[src/rtl/uart_rx_deframer.sv]
// rtl/uart_rx_deframer.sv - parametrised sequential UART receive deframer with valid/ack holding register
module uart_rx_deframer #(
    parameter int DATA_WIDTH = 8,
    parameter int PARITY_EN  = 1,
    parameter int PARITY_ODD = 0,
    parameter int STOP_BITS  = 1
) (
    input  logic                  clk,
    input  logic                  rst,
    input  logic                  bit_valid,
    input  logic                  bit_in,
    input  logic                  data_ack,
    output logic [DATA_WIDTH-1:0] data_out,
    output logic                  parity_bit,
    output logic                  data_valid,
    output logic                  parity_err,
    output logic                  frame_err,
    output logic                  overrun_err,
    output logic                  busy
);

    localparam int              CW        = $clog2(DATA_WIDTH + 1);
    localparam logic [CW-1:0]   LAST_DATA = CW'(DATA_WIDTH - 1);
    localparam logic [CW-1:0]   LAST_STOP = CW'(STOP_BITS - 1);
    localparam logic            PAR_ODD   = (PARITY_ODD != 0);

    typedef enum logic [1:0] {
        S_IDLE,
        S_DATA,
        S_PARITY,
        S_STOP
    } state_t;

    state_t                  r_state;
    logic [DATA_WIDTH-1:0]   r_shift;
    logic [CW-1:0]           r_cnt;
    logic                    r_pbit;
    logic                    r_perr;
    logic                    r_ferr;

    logic                    w_commit;
    logic                    w_ferr_final;
    logic                    w_par_exp;
    logic                    w_ack;

    // The final stop strobe commits; its own bit still counts towards the frame error
    assign w_commit     = (r_state == S_STOP) && bit_valid && (r_cnt == LAST_STOP);
    assign w_ferr_final = r_ferr | ~bit_in;
    assign w_par_exp    = (^r_shift) ^ PAR_ODD;
    assign w_ack        = data_valid & data_ack;

    // Frame assembly FSM plus the valid/ack holding register, all registered
    always_ff @(posedge clk) begin
        if (rst) begin
            r_state     <= S_IDLE;
            r_shift     <= '0;
            r_cnt       <= '0;
            r_pbit      <= 1'b0;
            r_perr      <= 1'b0;
            r_ferr      <= 1'b0;
            data_out    <= '0;
            parity_bit  <= 1'b0;
            data_valid  <= 1'b0;
            parity_err  <= 1'b0;
            frame_err   <= 1'b0;
            overrun_err <= 1'b0;
            busy        <= 1'b0;
        end else begin
            if (bit_valid) begin
                case (r_state)
                    S_IDLE: begin
                        // A 1 is idle line; a 0 is the start bit
                        if (!bit_in) begin
                            r_state <= S_DATA;
                            r_cnt   <= '0;
                            r_pbit  <= 1'b0;
                            r_perr  <= 1'b0;
                            r_ferr  <= 1'b0;
                            busy    <= 1'b1;
                        end
                    end
                    S_DATA: begin
                        r_shift <= {bit_in, r_shift[DATA_WIDTH-1:1]};
                        if (r_cnt == LAST_DATA) begin
                            r_cnt   <= '0;
                            r_state <= (PARITY_EN != 0) ? S_PARITY : S_STOP;
                        end else begin
                            r_cnt <= r_cnt + CW'(1);
                        end
                    end
                    S_PARITY: begin
                        r_pbit  <= bit_in;
                        r_perr  <= (bit_in != w_par_exp);
                        r_state <= S_STOP;
                    end
                    S_STOP: begin
                        // A 0 here is a framing error or break, never a new start bit
                        if (!bit_in) begin
                            r_ferr <= 1'b1;
                        end
                        if (r_cnt == LAST_STOP) begin
                            r_cnt   <= '0;
                            r_state <= S_IDLE;
                            busy    <= 1'b0;
                        end else begin
                            r_cnt <= r_cnt + CW'(1);
                        end
                    end
                    default: begin
                        r_state <= S_IDLE;
                        busy    <= 1'b0;
                    end
                endcase
            end

            if (w_commit) begin
                data_out    <= r_shift;
                parity_bit  <= r_pbit;
                parity_err  <= r_perr;
                frame_err   <= w_ferr_final;
                data_valid  <= 1'b1;
                overrun_err <= data_valid & ~data_ack;
            end else if (w_ack) begin
                data_valid  <= 1'b0;
                parity_err  <= 1'b0;
                frame_err   <= 1'b0;
                overrun_err <= 1'b0;
            end
        end
    end

endmodule

[config.mk]
export PLATFORM = sky130hd
export DESIGN_NAME = uart_rx_deframer
export DESIGN_NICKNAME = d
export VERILOG_FILES = /design/src/rtl/uart_rx_deframer.sv
export SDC_FILE = /design/constraint.sdc
export NUM_CORES = 1
export LEC_CHECK = 0
export CAP_MARGIN = 30
export CORE_MARGIN = 8
export CORE_UTILIZATION = 45
export CTS_CLUSTER_SIZE = 14
export DETAILED_ROUTE_END_ITERATION = 7
export PLACE_DENSITY = 0.67
export RECOVER_POWER = 25
export SLEW_MARGIN = 20
export SYNTH_ARGS = -nofsm -noshare
export SYNTH_HDL_FRONTEND = slang
export SYNTH_SLANG_ARGS = --single-unit
export TNS_END_PERCENT = 30
[constraint.sdc]
create_clock -name clk -period 4.3 [get_ports clk]
set_clock_uncertainty 0.2 [all_clocks]
set_input_delay 1.075 -clock clk [delete_from_list [all_inputs] [get_ports clk]]
set_output_delay 1.075 -clock clk [all_outputs]
set_load 0.01 [all_outputs]
; Yosys cells after proc, flatten, opt, wreduce, memory -nomap -nowiden
; Cells that the tools add are included.
[totals]
reg_bits = 31
output_inout_bits = 14
input_bits = 5
elab_cells = 63
[op_classes]
eq_ne = 9
n_bitwise = 5
n_reduce_logical = 15
addsub = 1
n_mux = 20
[ops]
columns = operator, n
row1 = $mux 4, 3
row2 = $pmux 4 s3, 1
row3 = $reduce_and 4->1, 3
row4 = $mux 1, 8
row5 = $pmux 1 s2, 4
row6 = $pmux 2 s4, 1
row7 = $reduce_xor 8->1, 1
row8 = $mux 2, 3
row9 = $ne 2x2->1 const B, 3
row10 = $reduce_and 3->1, 2
row11 = $reduce_bool 2->1, 3
row12 = $add 4x1->4 const B, 1
row13 = $eq 2x2->1 const B, 2
row14 = $eq 4x3->1 const B, 1
row15 = $logic_not 4->1, 1
row16 = $reduce_bool 3->1, 1
row17 = $and 1x1->1, 2
row18 = $eq 2x1->1 const B, 1
row19 = $logic_and 1x1->1, 2
row20 = $logic_not 2->1, 1
row21 = $ne 2x1->1 const B, 1
row22 = $not 1->1, 2
row23 = $reduce_and 2->1, 1
row24 = $ne 1x1->1, 1
row25 = $or 1x1->1, 1

; Depth between registers and ports, before layout
; Gate-level depths: netlist (run 1).
[depth]
ltp_word = 4
mapped_depth = 7
mapped_depth_nobuf = 6

; Worst setup path before layout (run 1)
; OpenSTA, ideal clock, no wires.
[synth_path]
path_kind = in2reg
startpoint = in bit_valid
endpoint = reg r_cnt[3]
required_ps = 4030
path_slack_ps = 2026
path_buffers = 0
setup_ps = 70
t_arrival_ps = 2003
stages = 4
cell_sequence = a21boi_4 nand2b_1 or4_1 a21oi_1
[synth_via]
elab_chain_cells = 1
[synth_lines]
columns = item, line
row1 = start: declaration, 10  ; input logic bit_valid,
row2 = $reduce_and 3->1 (no source line), --
row3 = end signal: assignment, 88  ; r_cnt <= r_cnt + CW'(1);
row4 = end signal: assignment, 106  ; r_cnt <= r_cnt + CW'(1);
row5 = end: declaration, 36  ; logic [CW-1:0] r_cnt;
; Every way passes these cells.
; A chain may end at the register's enable or synchronous reset.

; Worst setup path in the final report (run 1)
; Ends and elaborated chain as after synthesis.

==> impl_metrics.py, run 1 <==
metrics = {
    "outcome": {
        "outcome": "finished clean",
    },
    "critical_path": {
        "worst_path_max_delay_cell": "dlygate4sd3_1",
        "timing.critical_path.buf_inv": 1,
        "critPathMaxStageDelay_ns": 0.88,
        "critPathArrivalTime_ns": 3.16,
        "rrSetupSlack_ns": 1.95,
        "setup.worst_path.end_class": "flip-flop",
        "crit_path_start_kind": "primary input",
        "critPathTopFamily": "buffers and inverters",
        "crit_chain": "dlygate4sd3_1, a21boi_4, nand2b_1, or4_1, a21oi_1",
        "critPathMaxFanout": 17,
        "required_ns": 4.36,
        "crit_type": "primary input to flip-flop",
    },
    "drt": {
        "wl_per_cell_um": 13.0,
        "first_iter_violations": 51,
        "wirelength_um": 3110,
        "drc": 0,
        "postRouteAntennaNets": 0,
        "vias": 1269,
        "dr.pass1.iters": 4,
        "viasPerCell": 5.31,
    },
    "power": {
        "power_density_nw_per_um2": 333,
        "p_leak_nw": 0.596,
        "ir_drop_uv": 233,
    },
    "clock_tree": {
        "postCtsSetupBuffers": 0,
        "clk_pin_slew_worst_paths_ns": 0.10,
        "cts.sinks": 31,
        "clk_latency_ns": 0.32,
        "clockBufferDepth": 2,
        "ctsResizeCount": 0,
        "ctsHoldBuffers": 0,
        "htreeDepth": 2,
        "numCtsBuffers": 5,
        "clockRootBuffer": "clkbuf_4",
        "cts_tree": "built",
    },
    "finish": {
        "num_antenna_cells": 0,
        "mostFrequentLayoutCells": "nand2_1 (38), dfxtp_1 (31), a21oi_1 (29)",
        "layout_commonest_cell": "nand2_1",
        "syn_to_final_growth_pct": 20.5,
        "post-route-util_pct": 57.7,
        "final_design_area_no_fill_um2": 1780,
        "final_cells": 239,
        "fin_nets": 207,
        "drive_above_1_share_pct": 8.72,
    },
    "hold_path": {
        "hold_path_class": "flip-flop to flip-flop",
    },
    "timing": {
        "rsz0062_at_grt": "false",
        "setup_viol": 0,
        "fmax_mhz": 322,
        "timing.hold.ws_ns": 0.262,
        "finalHoldViolCount": 0,
        "finalSetupTns_ns": 0,
        "worstMarginPinSlew_ns": 0.564,
        "finalCritPeriodShare_pct": 72.1,
        "drv_slew": 0,
        "relSlewSlack_pct": 62.3,
        "period_minus_slack_ns": 3.10,
    },
    "synthesis": {
        "ys_seq_area_share_pct": 42.1,
        "synth_area_um2": 1470,
        "synth.area.top_cells": "dfxtp_1 (42%), a21oi_1 (9.8%), nand2_1 (9.7%)",
        "ys_warn_count": 0,
        "yosys.area.top_type_share_pct": 42.1,
        "syn_nets": 188,
        "ys_ff_latch": 31,
        "yosysTopAreaCell": "dfxtp_1",
        "synth_cell_types": 36,
        "syn_inst": 175,
        "syn_area_per_cell_um2": 8.42,
    },
    "global_route": {
        "grt_pass1_vias": 1211,
        "grt_pass1_wl_um": 5260,
        "grt_max_degree": 32,
        "antenna_found_initial": 0,
        "track_usage_pct": 12.3,
        "grt_overflow": 0,
    },
    "placed_design": {
        "post_dp_cell_area_um2": 1690,
        "dpl.hpwl_um": 2190,
        "portBuffers": 18,
        "routabilityCongestion": 0.792,
        "dp.cells": 231,
    },
    "run": {
        "cap_viol_max_count": 0,
    },
    "floorplan": {
        "io_pins": 19,
        "core_um2": 3080,
        "num_rows": 20,
        "fp.dieArea_um2": 5360,
        "die_w_um": 73.2,
        "initial_core_util_pct": 47.9,
        "die_y_um": 73.2,
    },
}
[cells in the mapped netlist]
cell	count
and2b_1	1
and3_2	1
nand2b_1	2
or3b_2	1
buf_2	1
a2bb2o_1	1
a311oi_1	1
clkbuf_1	6
nand3b_1	1
or4_1	1
a21o_2	1
and3b_1	1
mux2i_1	1
a2bb2oi_1	1
a21boi_4	1
mux2_2	1
a21o_1	1
or4b_1	1
a211o_4	1
a21oi_1	29
a211oi_1	1
or2b_1	1
nand3_1	13
a32oi_1	1
nor2_1	4
nor4bb_1	1
nor3b_2	1
ha_1	8
nand4bb_1	1
dfxtp_1	31
inv_1	7
a221oi_1	1
o21ai_0	5
xnor2_1	7
nand2_1	38
or3_2	1
[tightest hold or removal path, stage by stage, from the launching register on]
cell	delay, ns
dfxtp_1	0.32
nand2_1	0.05
a21oi_1	0.05
[flip-flops by register name, indices dropped and copies added (netlist names), 2 cells and up]
| register | flops |
|---|---|
| data_out | 8 |
| r_shift | 8 |
| r_cnt | 4 |
| r_state | 2 |
[cell type report]
type | count | area [um2]
fillers | 296 | 1300
clock buffers | 6 | 51.3
inverters | 7 | 26.3
well taps | 44 | 55.1
clock inverters | 2 | 35.0
multi-input cells | 130 | 800
repair buffers | 19 | 188
flip-flops and latches | 31 | 621
[cells by family (layout without fill, tap and decap cells)]
family,count (synthesis),in the layout,share of synthesized area [%]
AO/OA/AOI/OAI,44,44,18.7
XOR/XNOR,7,7,4.16
adder cells (fa/ha/maj),8,8,6.79
buffers and inverters,14,34,3.65
flip-flops,31,31,42.1
multiplexers,2,2,1.44
AND/OR/NAND/NOR,69,69,23.2
[power breakdown]
part           switching [mW]  leakage [nW]  internal, mW
registers             0.00352         0.250         0.291
clock network           0.102        0.0482         0.137
logic                  0.0355         0.298        0.0217
[routing by layer]
layer  vias to the layer above  part of all wire, %  global-route usage [%]
met5                         -                    0                       0
met2                        42                   43                    19.5
met3                         6                  6.8                    4.53
met1                       581                   48                    14.3
met4                         0                  1.4                    6.00
li1                        640                    -                       -
[stage by stage]
stage                     power, mW  setup slack [ns]
after global placement        0.355              1.08
after detailed placement      0.358             0.960
final                         0.591              1.20
after CTS                     0.597              1.30
after floorplan               0.340              2.03
after global routing          0.614              1.13
[path summary, 6_finish.rpt]
path	to	cells past startpoint	start
max	r_cnt[3]	5	bit_valid
min	data_out[5]	2	data_out[5]
max reg2reg	r_cnt[3]	6	r_state[1]
min reg2reg	data_out[5]	2	data_out[5]
No activity file was read; power rests on OpenSTA's default activity.
==> run 2, diff against run 1 <==
--- a/config.mk
+++ b/config.mk
@@ -10,7 +10,7 @@
 export CORE_UTILIZATION = 45
 export CTS_CLUSTER_SIZE = 14
 export DETAILED_ROUTE_END_ITERATION = 7
-export PLACE_DENSITY = 0.67
+export PLACE_DENSITY = 0.7
 export RECOVER_POWER = 25
 export SLEW_MARGIN = 20
 export SYNTH_ARGS = -nofsm -noshare
==> constraint.sdc (replaced) <==
create_clock -name clk -period 2.73 [get_ports clk]
set_clock_uncertainty 0.2 [all_clocks]
set_input_delay 0.6825 -clock clk [delete_from_list [all_inputs] [get_ports clk]]
set_output_delay 0.6825 -clock clk [all_outputs]
set_load 0.01 [all_outputs]
==> run 2 against run 1 <==
  * Count of clock-buffer cells in the layout unchanged
  * Combinational power up 63%
  * First-iteration DRC count grew 73%
  * Cell count grew 0.84%
  * Setup slack lost 0.91 ns
  * Global-route usage up 1.2 points
  * Flip-flop and latch count did not move
  * Final area down 0.63%
  * Wire length rose by 3.9%
  * Via count increased by 2.0%
  * Critical path type unchanged
  * Largest power group unchanged
==> impl_metrics.py, run 2 (same netlist as run 1, synthesis figures left out) <==
metrics = {
    "finish": {
        "fillers": 302,
        "mostFrequentLayoutCells": "nand2_1 (38), dfxtp_1 (31), a21oi_1 (29)",
        "final_cells": 241,
        "fin_nets": 210,
        "multi_input_area_um2": 800,
        "drive_above_1_share_pct": 9.14,
        "seq_area_um2": 621,
        "layout_commonest_cell": "nand2_1",
        "syn_to_final_growth_pct": 19.7,
        "post-route-util_pct": 57.3,
        "largestRegisters": "data_out (8), r_shift (8), r_cnt (4)",
        "num_antenna_cells": 0,
    },
    "timing": {
        "drv_slew": 0,
        "relSlewSlack_pct": 58.8,
        "setup_viol": 0,
        "worstMarginPinSlew_ns": 0.618,
        "finalCritPeriodShare_pct": 89.3,
        "finalSetupTns_ns": 0,
        "fmax_mhz": 410,
        "period_minus_slack_ns": 2.44,
        "rsz0062_at_grt": "false",
        "timing.hold.ws_ns": 0.257,
        "finalHoldViolCount": 0,
    },
    "power": {
        "p_leak_nw": 0.590,
        "power_density_nw_per_um2": 470,
        "clkPwrFrac_pct": 32.8,
        "switching_share_pct": 25.9,
        "ir_drop_uv": 452,
        "power.switching_mw": 0.215,
        "pwr-share-comb_pct": 11.2,
        "seqPwrFrac_pct": 55.9,
        "finalPower_mw": 0.829,
        "power.internal_mw": 0.614,
    },
    "clock_tree": {
        "clk_latency_ns": 0.33,
        "ctsHoldBuffers": 0,
        "postCtsSetupBuffers": 0,
        "clockRootBuffer": "clkbuf_4",
        "clk_pin_slew_worst_paths_ns": 0.09,
        "clockBufferDepth": 2,
        "numCtsBuffers": 5,
        "cts.sinks": 31,
        "cts_tree": "built",
        "htreeDepth": 2,
        "ctsResizeCount": 0,
    },
    "drt": {
        "wl_met3_um": 267,
        "vias": 1294,
        "topRoutingLayerUsed": "met4",
        "viasPerCell": 5.37,
        "wl_met2_um": 1510,
        "postRouteAntennaNets": 0,
        "dr.pass1.iters": 4,
        "first_iter_violations": 88,
        "drc": 0,
        "wirelength_um": 3230,
        "wl_met1_um": 1410,
        "wl_per_cell_um": 13.4,
    },
    "hold_path": {
        "hold_path_class": "flip-flop to flip-flop",
        "hold_depth": 2,
        "hp-start": "parity_bit",
        "worstHoldEndpoint": "parity_bit",
    },
    "floorplan": {
        "num_rows": 20,
        "initial_core_util_pct": 47.9,
        "die_y_um": 73.2,
        "core_um2": 3080,
        "die_w_um": 73.2,
        "io_pins": 19,
        "fp.dieArea_um2": 5360,
    },
    "critical_path": {
        "setup.worst_path.end_class": "flip-flop",
        "critPathMaxFanout": 16,
        "critPathArrivalTime_ns": 2.48,
        "timing.rr.end": "r_cnt[3]",
        "required_ns": 2.77,
        "r2r_cells": 6,
        "crit_path_start_kind": "primary input",
        "r2r_start": "r_state[0]",
        "rrSetupSlack_ns": 0.56,
        "crit_type": "primary input to flip-flop",
    },
    "global_route": {
        "track_usage_pct": 13.6,
        "grt_overflow": 0,
        "antenna_found_initial": 0,
        "grt_pass1_vias": 1268,
        "grt_pass1_wl_um": 5620,
        "grt_max_degree": 32,
    },
    "placed_design": {
        "portBuffers": 18,
        "dp.cells": 234,
        "routabilityCongestion": 0.860,
        "dpl.hpwl_um": 2300,
    },
    "run": {
        "cap_viol_max_count": 0,
    },
    "outcome": {
        "outcome": "finished clean",
    },
}
==> run 2: cell types whose count changed in the layout (fill, tap and decap cells not counted), sizes merged <==
| cell | previous run | this run |
|---|---|---|
| clkdlybuf4s50 | 16 | 17 |
| buf | 1 | 3 |
| clkbuf | 6 | 7 |
| bufinv | 1 | 0 |
| dlygate4sd3 | 2 | 1 |
==> run 2: worst max-delay path, cell delays in order <==
cell	delay (ns)
clkdlybuf4s50_1	0.49
clkbuf_1	0.49
and3_2	0.48
nand2_1	0.09
a221oi_1	0.25
==> run 2: final cells by class <==
| type | instances | area share, % |
|---|---|---|
| clock buffers | 6 | 2.91 |
| clock inverters | 1 | 0.284 |
| inverters | 7 | 1.49 |
| multi-input cells | 130 | 45.3 |
| flip-flops and latches | 31 | 35.2 |
| well taps | 44 | 3.12 |
| repair buffers | 22 | 11.7 |
==> run 2: worst max path at each step <==
stage | start | to | slack [ns]
finish | bit_valid | overrun_err | 0.29
global route | bit_valid | overrun_err | 0.18
CTS | bit_in | r_cnt[3] | 0.47
detailed placement | bit_in | r_cnt[3] | 0.13
global placement | bit_in | r_cnt[3] | 0.20
floorplan | r_cnt[0] | r_cnt[3] | 0.76
==> run 2: through the flow <==
stage	area, um2	setup slack (ns)
after floorplan	1470	0.758
after global placement	1710	0.202
after detailed placement	1710	0.131
after CTS	1770	0.473
after global routing	1760	0.178
final	1760	0.291
==> run 2: routing by layer <==
layer	vias to the layer above	track usage, %
met5	-	0
met4	0	7.33
met3	4	6.18
met2	33	21.3
met1	608	14.9
li1	649	-
==> run 2: power by group through the flow <==
stage / Sequential [mW] / Combinational (mW) / Clock [mW]
after floorplan: 0.474 / 0.0607 / 0
after global placement: 0.474 / 0.0900 / 0
after detailed placement: 0.474 / 0.0934 / 0
after CTS: 0.464 / 0.0939 / 0.281
after global routing: 0.465 / 0.102 / 0.304
final: 0.464 / 0.0932 / 0.272
==> run 3, diff against run 2 <==
--- a/config.mk
+++ b/config.mk
@@ -7,10 +7,10 @@
 export LEC_CHECK = 0
 export CAP_MARGIN = 30
 export CORE_MARGIN = 8
-export CORE_UTILIZATION = 45
+export CORE_UTILIZATION = 48
 export CTS_CLUSTER_SIZE = 14
 export DETAILED_ROUTE_END_ITERATION = 7
-export PLACE_DENSITY = 0.7
+export PLACE_DENSITY = 0.74
 export RECOVER_POWER = 25
 export SLEW_MARGIN = 20
 export SYNTH_ARGS = -nofsm -noshare
==> run 3 against run 2 <==
  * Setup slack improved by 0.087 ns
  * Fmax increased by 3.7%
  * Core utilization is 2.3 points higher
  * Combinational power shrank 2.3%
  * Sequential power barely moved
  * Via count decreased by 0.54%
  * Clock power up 40%
  * Hold slack improved by 0.0017 ns
  * Final area increased by 0.71%
  * Cell count shrank 4.1%
  * Register-to-register slack gained 0.03 ns
  * Flip-flop and latch count did not move
  * Largest power group unchanged
==> impl_metrics.py, run 3 (same netlist as run 1, synthesis figures left out) <==
metrics = {
    "outcome": {
        "outcome": "finished clean",
    },
    "finish": {
        "num_antenna_cells": 0,
        "final_cells": 231,
        "post-route-util_pct": 59.7,
        "mostFrequentLayoutCells": "nand2_1 (38), dfxtp_1 (31), a21oi_1 (29)",
        "largestRegisters": "data_out (8), r_shift (8), r_cnt (4)",
        "layout_commonest_cell": "nand2_1",
        "fin_nets": 210,
        "drive_above_1_share_pct": 9.09,
        "fillers": 272,
        "syn_to_final_growth_pct": 20.5,
        "final_design_area_no_fill_um2": 1780,
    },
    "global_route": {
        "grt_overflow": 0,
        "grt_pass1_vias": 1238,
        "grt_max_degree": 32,
        "track_usage_pct": 13.2,
        "antenna_found_initial": 0,
        "grt_pass1_wl_um": 5460,
    },
    "floorplan": {
        "io_pins": 19,
        "fp.dieArea_um2": 5100,
        "num_rows": 20,
        "core_um2": 2980,
        "die_y_um": 71.4,
        "die_w_um": 71.4,
        "initial_core_util_pct": 49.5,
    },
    "timing": {
        "fin_ws_ns": 0.378,
        "drv_slew": 0,
        "period_minus_slack_ns": 2.35,
        "finalHoldViolCount": 0,
        "setup_viol": 0,
        "finalSetupTns_ns": 0,
        "worstMarginPinSlew_ns": 0.538,
        "finalCritPeriodShare_pct": 86.1,
        "rsz0062_at_grt": "false",
        "relSlewSlack_pct": 64.0,
        "timing.hold.ws_ns": 0.259,
        "fmax_mhz": 425,
    },
    "drt": {
        "viasPerCell": 5.57,
        "postRouteAntennaNets": 0,
        "wl_per_cell_um": 13.6,
        "first_iter_violations": 78,
        "drc": 0,
        "wirelength_um": 3150,
        "vias": 1287,
        "dr.pass1.iters": 4,
    },
    "power": {
        "power_density_nw_per_um2": 526,
        "ir_drop_uv": 340,
        "finalPower_mw": 0.935,
        "p_leak_nw": 0.602,
    },
    "clock_tree": {
        "cts_tree": "built",
        "ctsHoldBuffers": 0,
        "clockBufferDepth": 2,
        "clk_latency_ns": 0.33,
        "numCtsBuffers": 5,
        "cts.sinks": 31,
        "postCtsSetupBuffers": 0,
        "ctsResizeCount": 0,
        "htreeDepth": 2,
        "clk_pin_slew_worst_paths_ns": 0.10,
        "clockRootBuffer": "clkbuf_4",
    },
    "critical_path": {
        "crit_type": "primary input to flip-flop",
        "crit_chain": "dlygate4sd3_1, a21boi_4, nand2b_1, or4_1, a21oi_1",
        "setup.worst_path.end_class": "flip-flop",
        "required_ns": 2.79,
        "crit_path_start_kind": "primary input",
        "critPathMaxStageDelay_ns": 0.69,
        "critPathArrivalTime_ns": 2.41,
        "critPathMaxFanout": 9,
        "worst_path_max_delay_cell": "dlygate4sd3_1",
    },
    "hold_path": {
        "hold_path_class": "flip-flop to flip-flop",
    },
    "placed_design": {
        "dp.cells": 223,
        "portBuffers": 18,
        "pre_cts_slack_ns": 0.127,
        "post_dp_cell_area_um2": 1700,
        "dpl.hpwl_um": 2270,
        "routabilityCongestion": 0.760,
    },
    "run": {
        "cap_viol_max_count": 0,
    },
}
[run 3: cell count changes in the layout (fill, tap and decap cells not counted), sizes merged]
cell and delta:
buf -1, dlygate4sd3 +1, clkdlybuf4s50 -1, clkbuf +1
bufinv +1
[run 3: worst paths after layout]
kind	startpoint	endpoint	slack, ns	cells after the start
max reg2reg	r_cnt[0]	r_cnt[3]	0.59	6
max	bit_valid	r_cnt[3]	0.38	5
min	data_out[5]	data_out[5]	0.26	2
min reg2reg	data_out[5]	data_out[5]	0.26	2
[run 3: worst max-delay path, delay by kind of cell]
| kind | cells | cell delay (ns) |
|---|---|---|
| buffers and inverters | 1 | 0.69 |
| and+or+nand+nor | 2 | 0.65 |
| AOI/OAI and AO/OA | 2 | 0.37 |
[run 3: power breakdown]
part           switching [mW]  internal (mW)  leakage (nW)
sequential            0.00607          0.458         0.250
clock                   0.163          0.216        0.0482
combinational          0.0546         0.0365         0.303
total                   0.224          0.711         0.602
[run 3: cell type report]
class                           instances  area, um2  area share [%]
Sequential cell                        31        621            34.9
Multi-Input combinational cell        130        800            45.0
Timing Repair Buffer                   22        203            11.4
Tap cell                               33       41.3            2.32
Clock buffer                            6       51.3            2.89
Clock inverter                          2       35.0            1.97
Inverter                                7       26.3            1.48
[run 3: per-layer routing]
metal	global-route usage (%)	up-vias	share of wire [%]
li1	-	650	-
met1	15.4	603	47
met2	21.7	26	46
met3	3.63	8	5.6
met4	6.47	0	1.8
met5	0	-	0
==> edit: new RTL, flow settings as in run 1 <==
The parameter `DATA_WIDTH` goes from 8 to 16.
--- a/src/rtl/uart_rx_deframer.sv
+++ b/src/rtl/uart_rx_deframer.sv
@@ -1,5 +1,5 @@
 // rtl/uart_rx_deframer.sv - parametrised sequential UART receive deframer with valid/ack holding register
 module uart_rx_deframer #(
-    parameter int DATA_WIDTH = 8,
+    parameter int DATA_WIDTH = 16,
     parameter int PARITY_EN  = 1,
     parameter int PARITY_ODD = 0,
Ports: changed (resized data_out); port bits go from 19 to 27. The function was not compared with the original's and may differ.
==> edit against run 1 <==
Total power grew 34%. Sequential cell count grew 17. Synthesized area grew 44%. Design area grew 41%. First-iteration DRC count grew to 2.5 times the old value. Global-route usage is essentially flat. Worst setup slack gained 0.068 ns. Wire length grew 36%. Die area grew 33%.
==> edit: results (changes against run 1) <==
- Post-synthesis instance total: 258 (was 175)
- Fill cells: 461 (was 296)
- Post-Synth XOR/XNOR Area: 0.07274 (was 0.04160)
- Least-Margin Pin Slew: 0.8278 ns (was 0.5643 ns)
- Biggest regs: data_out x16, r_shift x16, r_cnt x5 (was data_out x8, r_shift x8, r_cnt x4)
- Complex-gate fraction of the synthesized area: 0.1579 (was 0.1868)
- CTS root buf: clkbuf_8 (was clkbuf_4)
- Syn nets: 273 (was 188)
- Fin nets: 297 (was 207)
- Netlist cell types: 33 (was 36)
- Initial detailed-routing violation count: 129 (was 51)
- Detailed placement HPWL: 3022 um (was 2185 um)
- Worst-Skew Late Latency: 0.30 ns (was 0.32 ns)
- Leak pwr: 0.0008777 uW (was 0.0005961 uW)
- Metal3 WL: 183 um (was 212 um)
- VDD IR max: 0.1856 mV (was 0.2329 mV)
- Critical path's largest stage delay: 0.90 ns (was 0.88 ns)
- Switching power of the nets: 190.9 uW (was 141.5 uW)
- GPL Wtd Cong: 0.7646 (was 0.7922)
- Top cells by count, synth: nand2_1 (79), dfxtp_1 (48), a21oi_1 (43) (was nand2_1 (38), dfxtp_1 (31), a21oi_1 (29))
- Met1 wire length: 2067 um (was 1508 um)
- Multiplexer share of the synthesized area: 0 (was 0.01443)
- Metal2 WL: 1885 um (was 1347 um)
- Worst EP arrival: 3.01 ns (was 3.16 ns)
- Part of the Yosys area used for sequential elements: 0.4542 (was 0.4211)
- Largest net degree at the start of global routing: 23 (was 32)
- Synth area leaders: dfxtp_1 (45%), nand2_1 (14%), a21oi_1 (10%) (was dfxtp_1 (42%), a21oi_1 (9.8%), nand2_1 (9.7%))
- Wire length per cell: 12.56 um (was 13.02 um)
- DR vias: 1718 (was 1269)
- I/O Buffers: 26 (was 18)
- Finished Layout Cells: 336 (was 239)
- Placed cells: 329 (was 231)
- Adder-Cell Fraction of Synth Area: 0.05914 (was 0.06791)
- All-Layer GR Usage: 0.1234 (about the same)
- Status: complete, no violations (unchanged)
- First-pass GRT wire length: 7334 um (was 5257 um)
- H-tree depth: 2 (unchanged)
edit: cells by family after synthesis:
logic type / Yosys count
adder cells (fa/ha/maj): 10
AND/OR/NAND/NOR: 108
AO/OA/AOI/OAI: 58
XOR/XNOR: 16
flip-flops: 48
buffers and inverters: 18
edit: power groups by stage:
stage	logic [uW]	registers (uW)	clock network (uW)
2_1_floorplan	51.1	463	0
3_3_place_gp	70.1	464	0
3_5_place_dp	72.1	464	0
4_1_cts	72.2	454	280
5_1_grt	77.3	455	297
6_report	68.7	454	272
edit: through the flow:
stage | cell area (um^2) | worst slack, ns
3_5_place_dp | 2426 | 1.168
6_report | 2497 | 1.267
5_1_grt | 2497 | 1.123
3_3_place_gp | 2411 | 1.179
2_1_floorplan | 2116 | 2.039
4_1_cts | 2517 | 1.489
edit: path summary, 6_finish.rpt:
path	start	to	slack, ns
worst min register to register	data_out[9]	data_out[9]	0.26
worst max-delay path	rst	r_shift[0]	1.27
worst max register to register	r_cnt[0]	frame_err	1.84
worst min-delay path	data_out[9]	data_out[9]	0.26
edit: layout make-up:
class	count	share of cell area
inverters	6	0.009018
clock inverters	1	0.003507
repair buffers	29	0.1102
well taps	54	0.02705
multi-input cells	192	0.4324
clock buffers	6	0.03307
flip-flops and latches	48	0.3848
edit: routing by layer:
layer	vias to the layer above	global-route usage
met3	8	0.03122
met4	0	0.06311
li1	899	-
met1	783	0.1505
met2	28	0.1954
met5	-	0
edit: worst max-delay path: cells and delay by family:
| family | cells | cell delay (ns) |
|---|---|---|
| AOI/OAI and AO/OA | 1 | 0.08 |
| buffers and inverters | 3 | 1.86 |
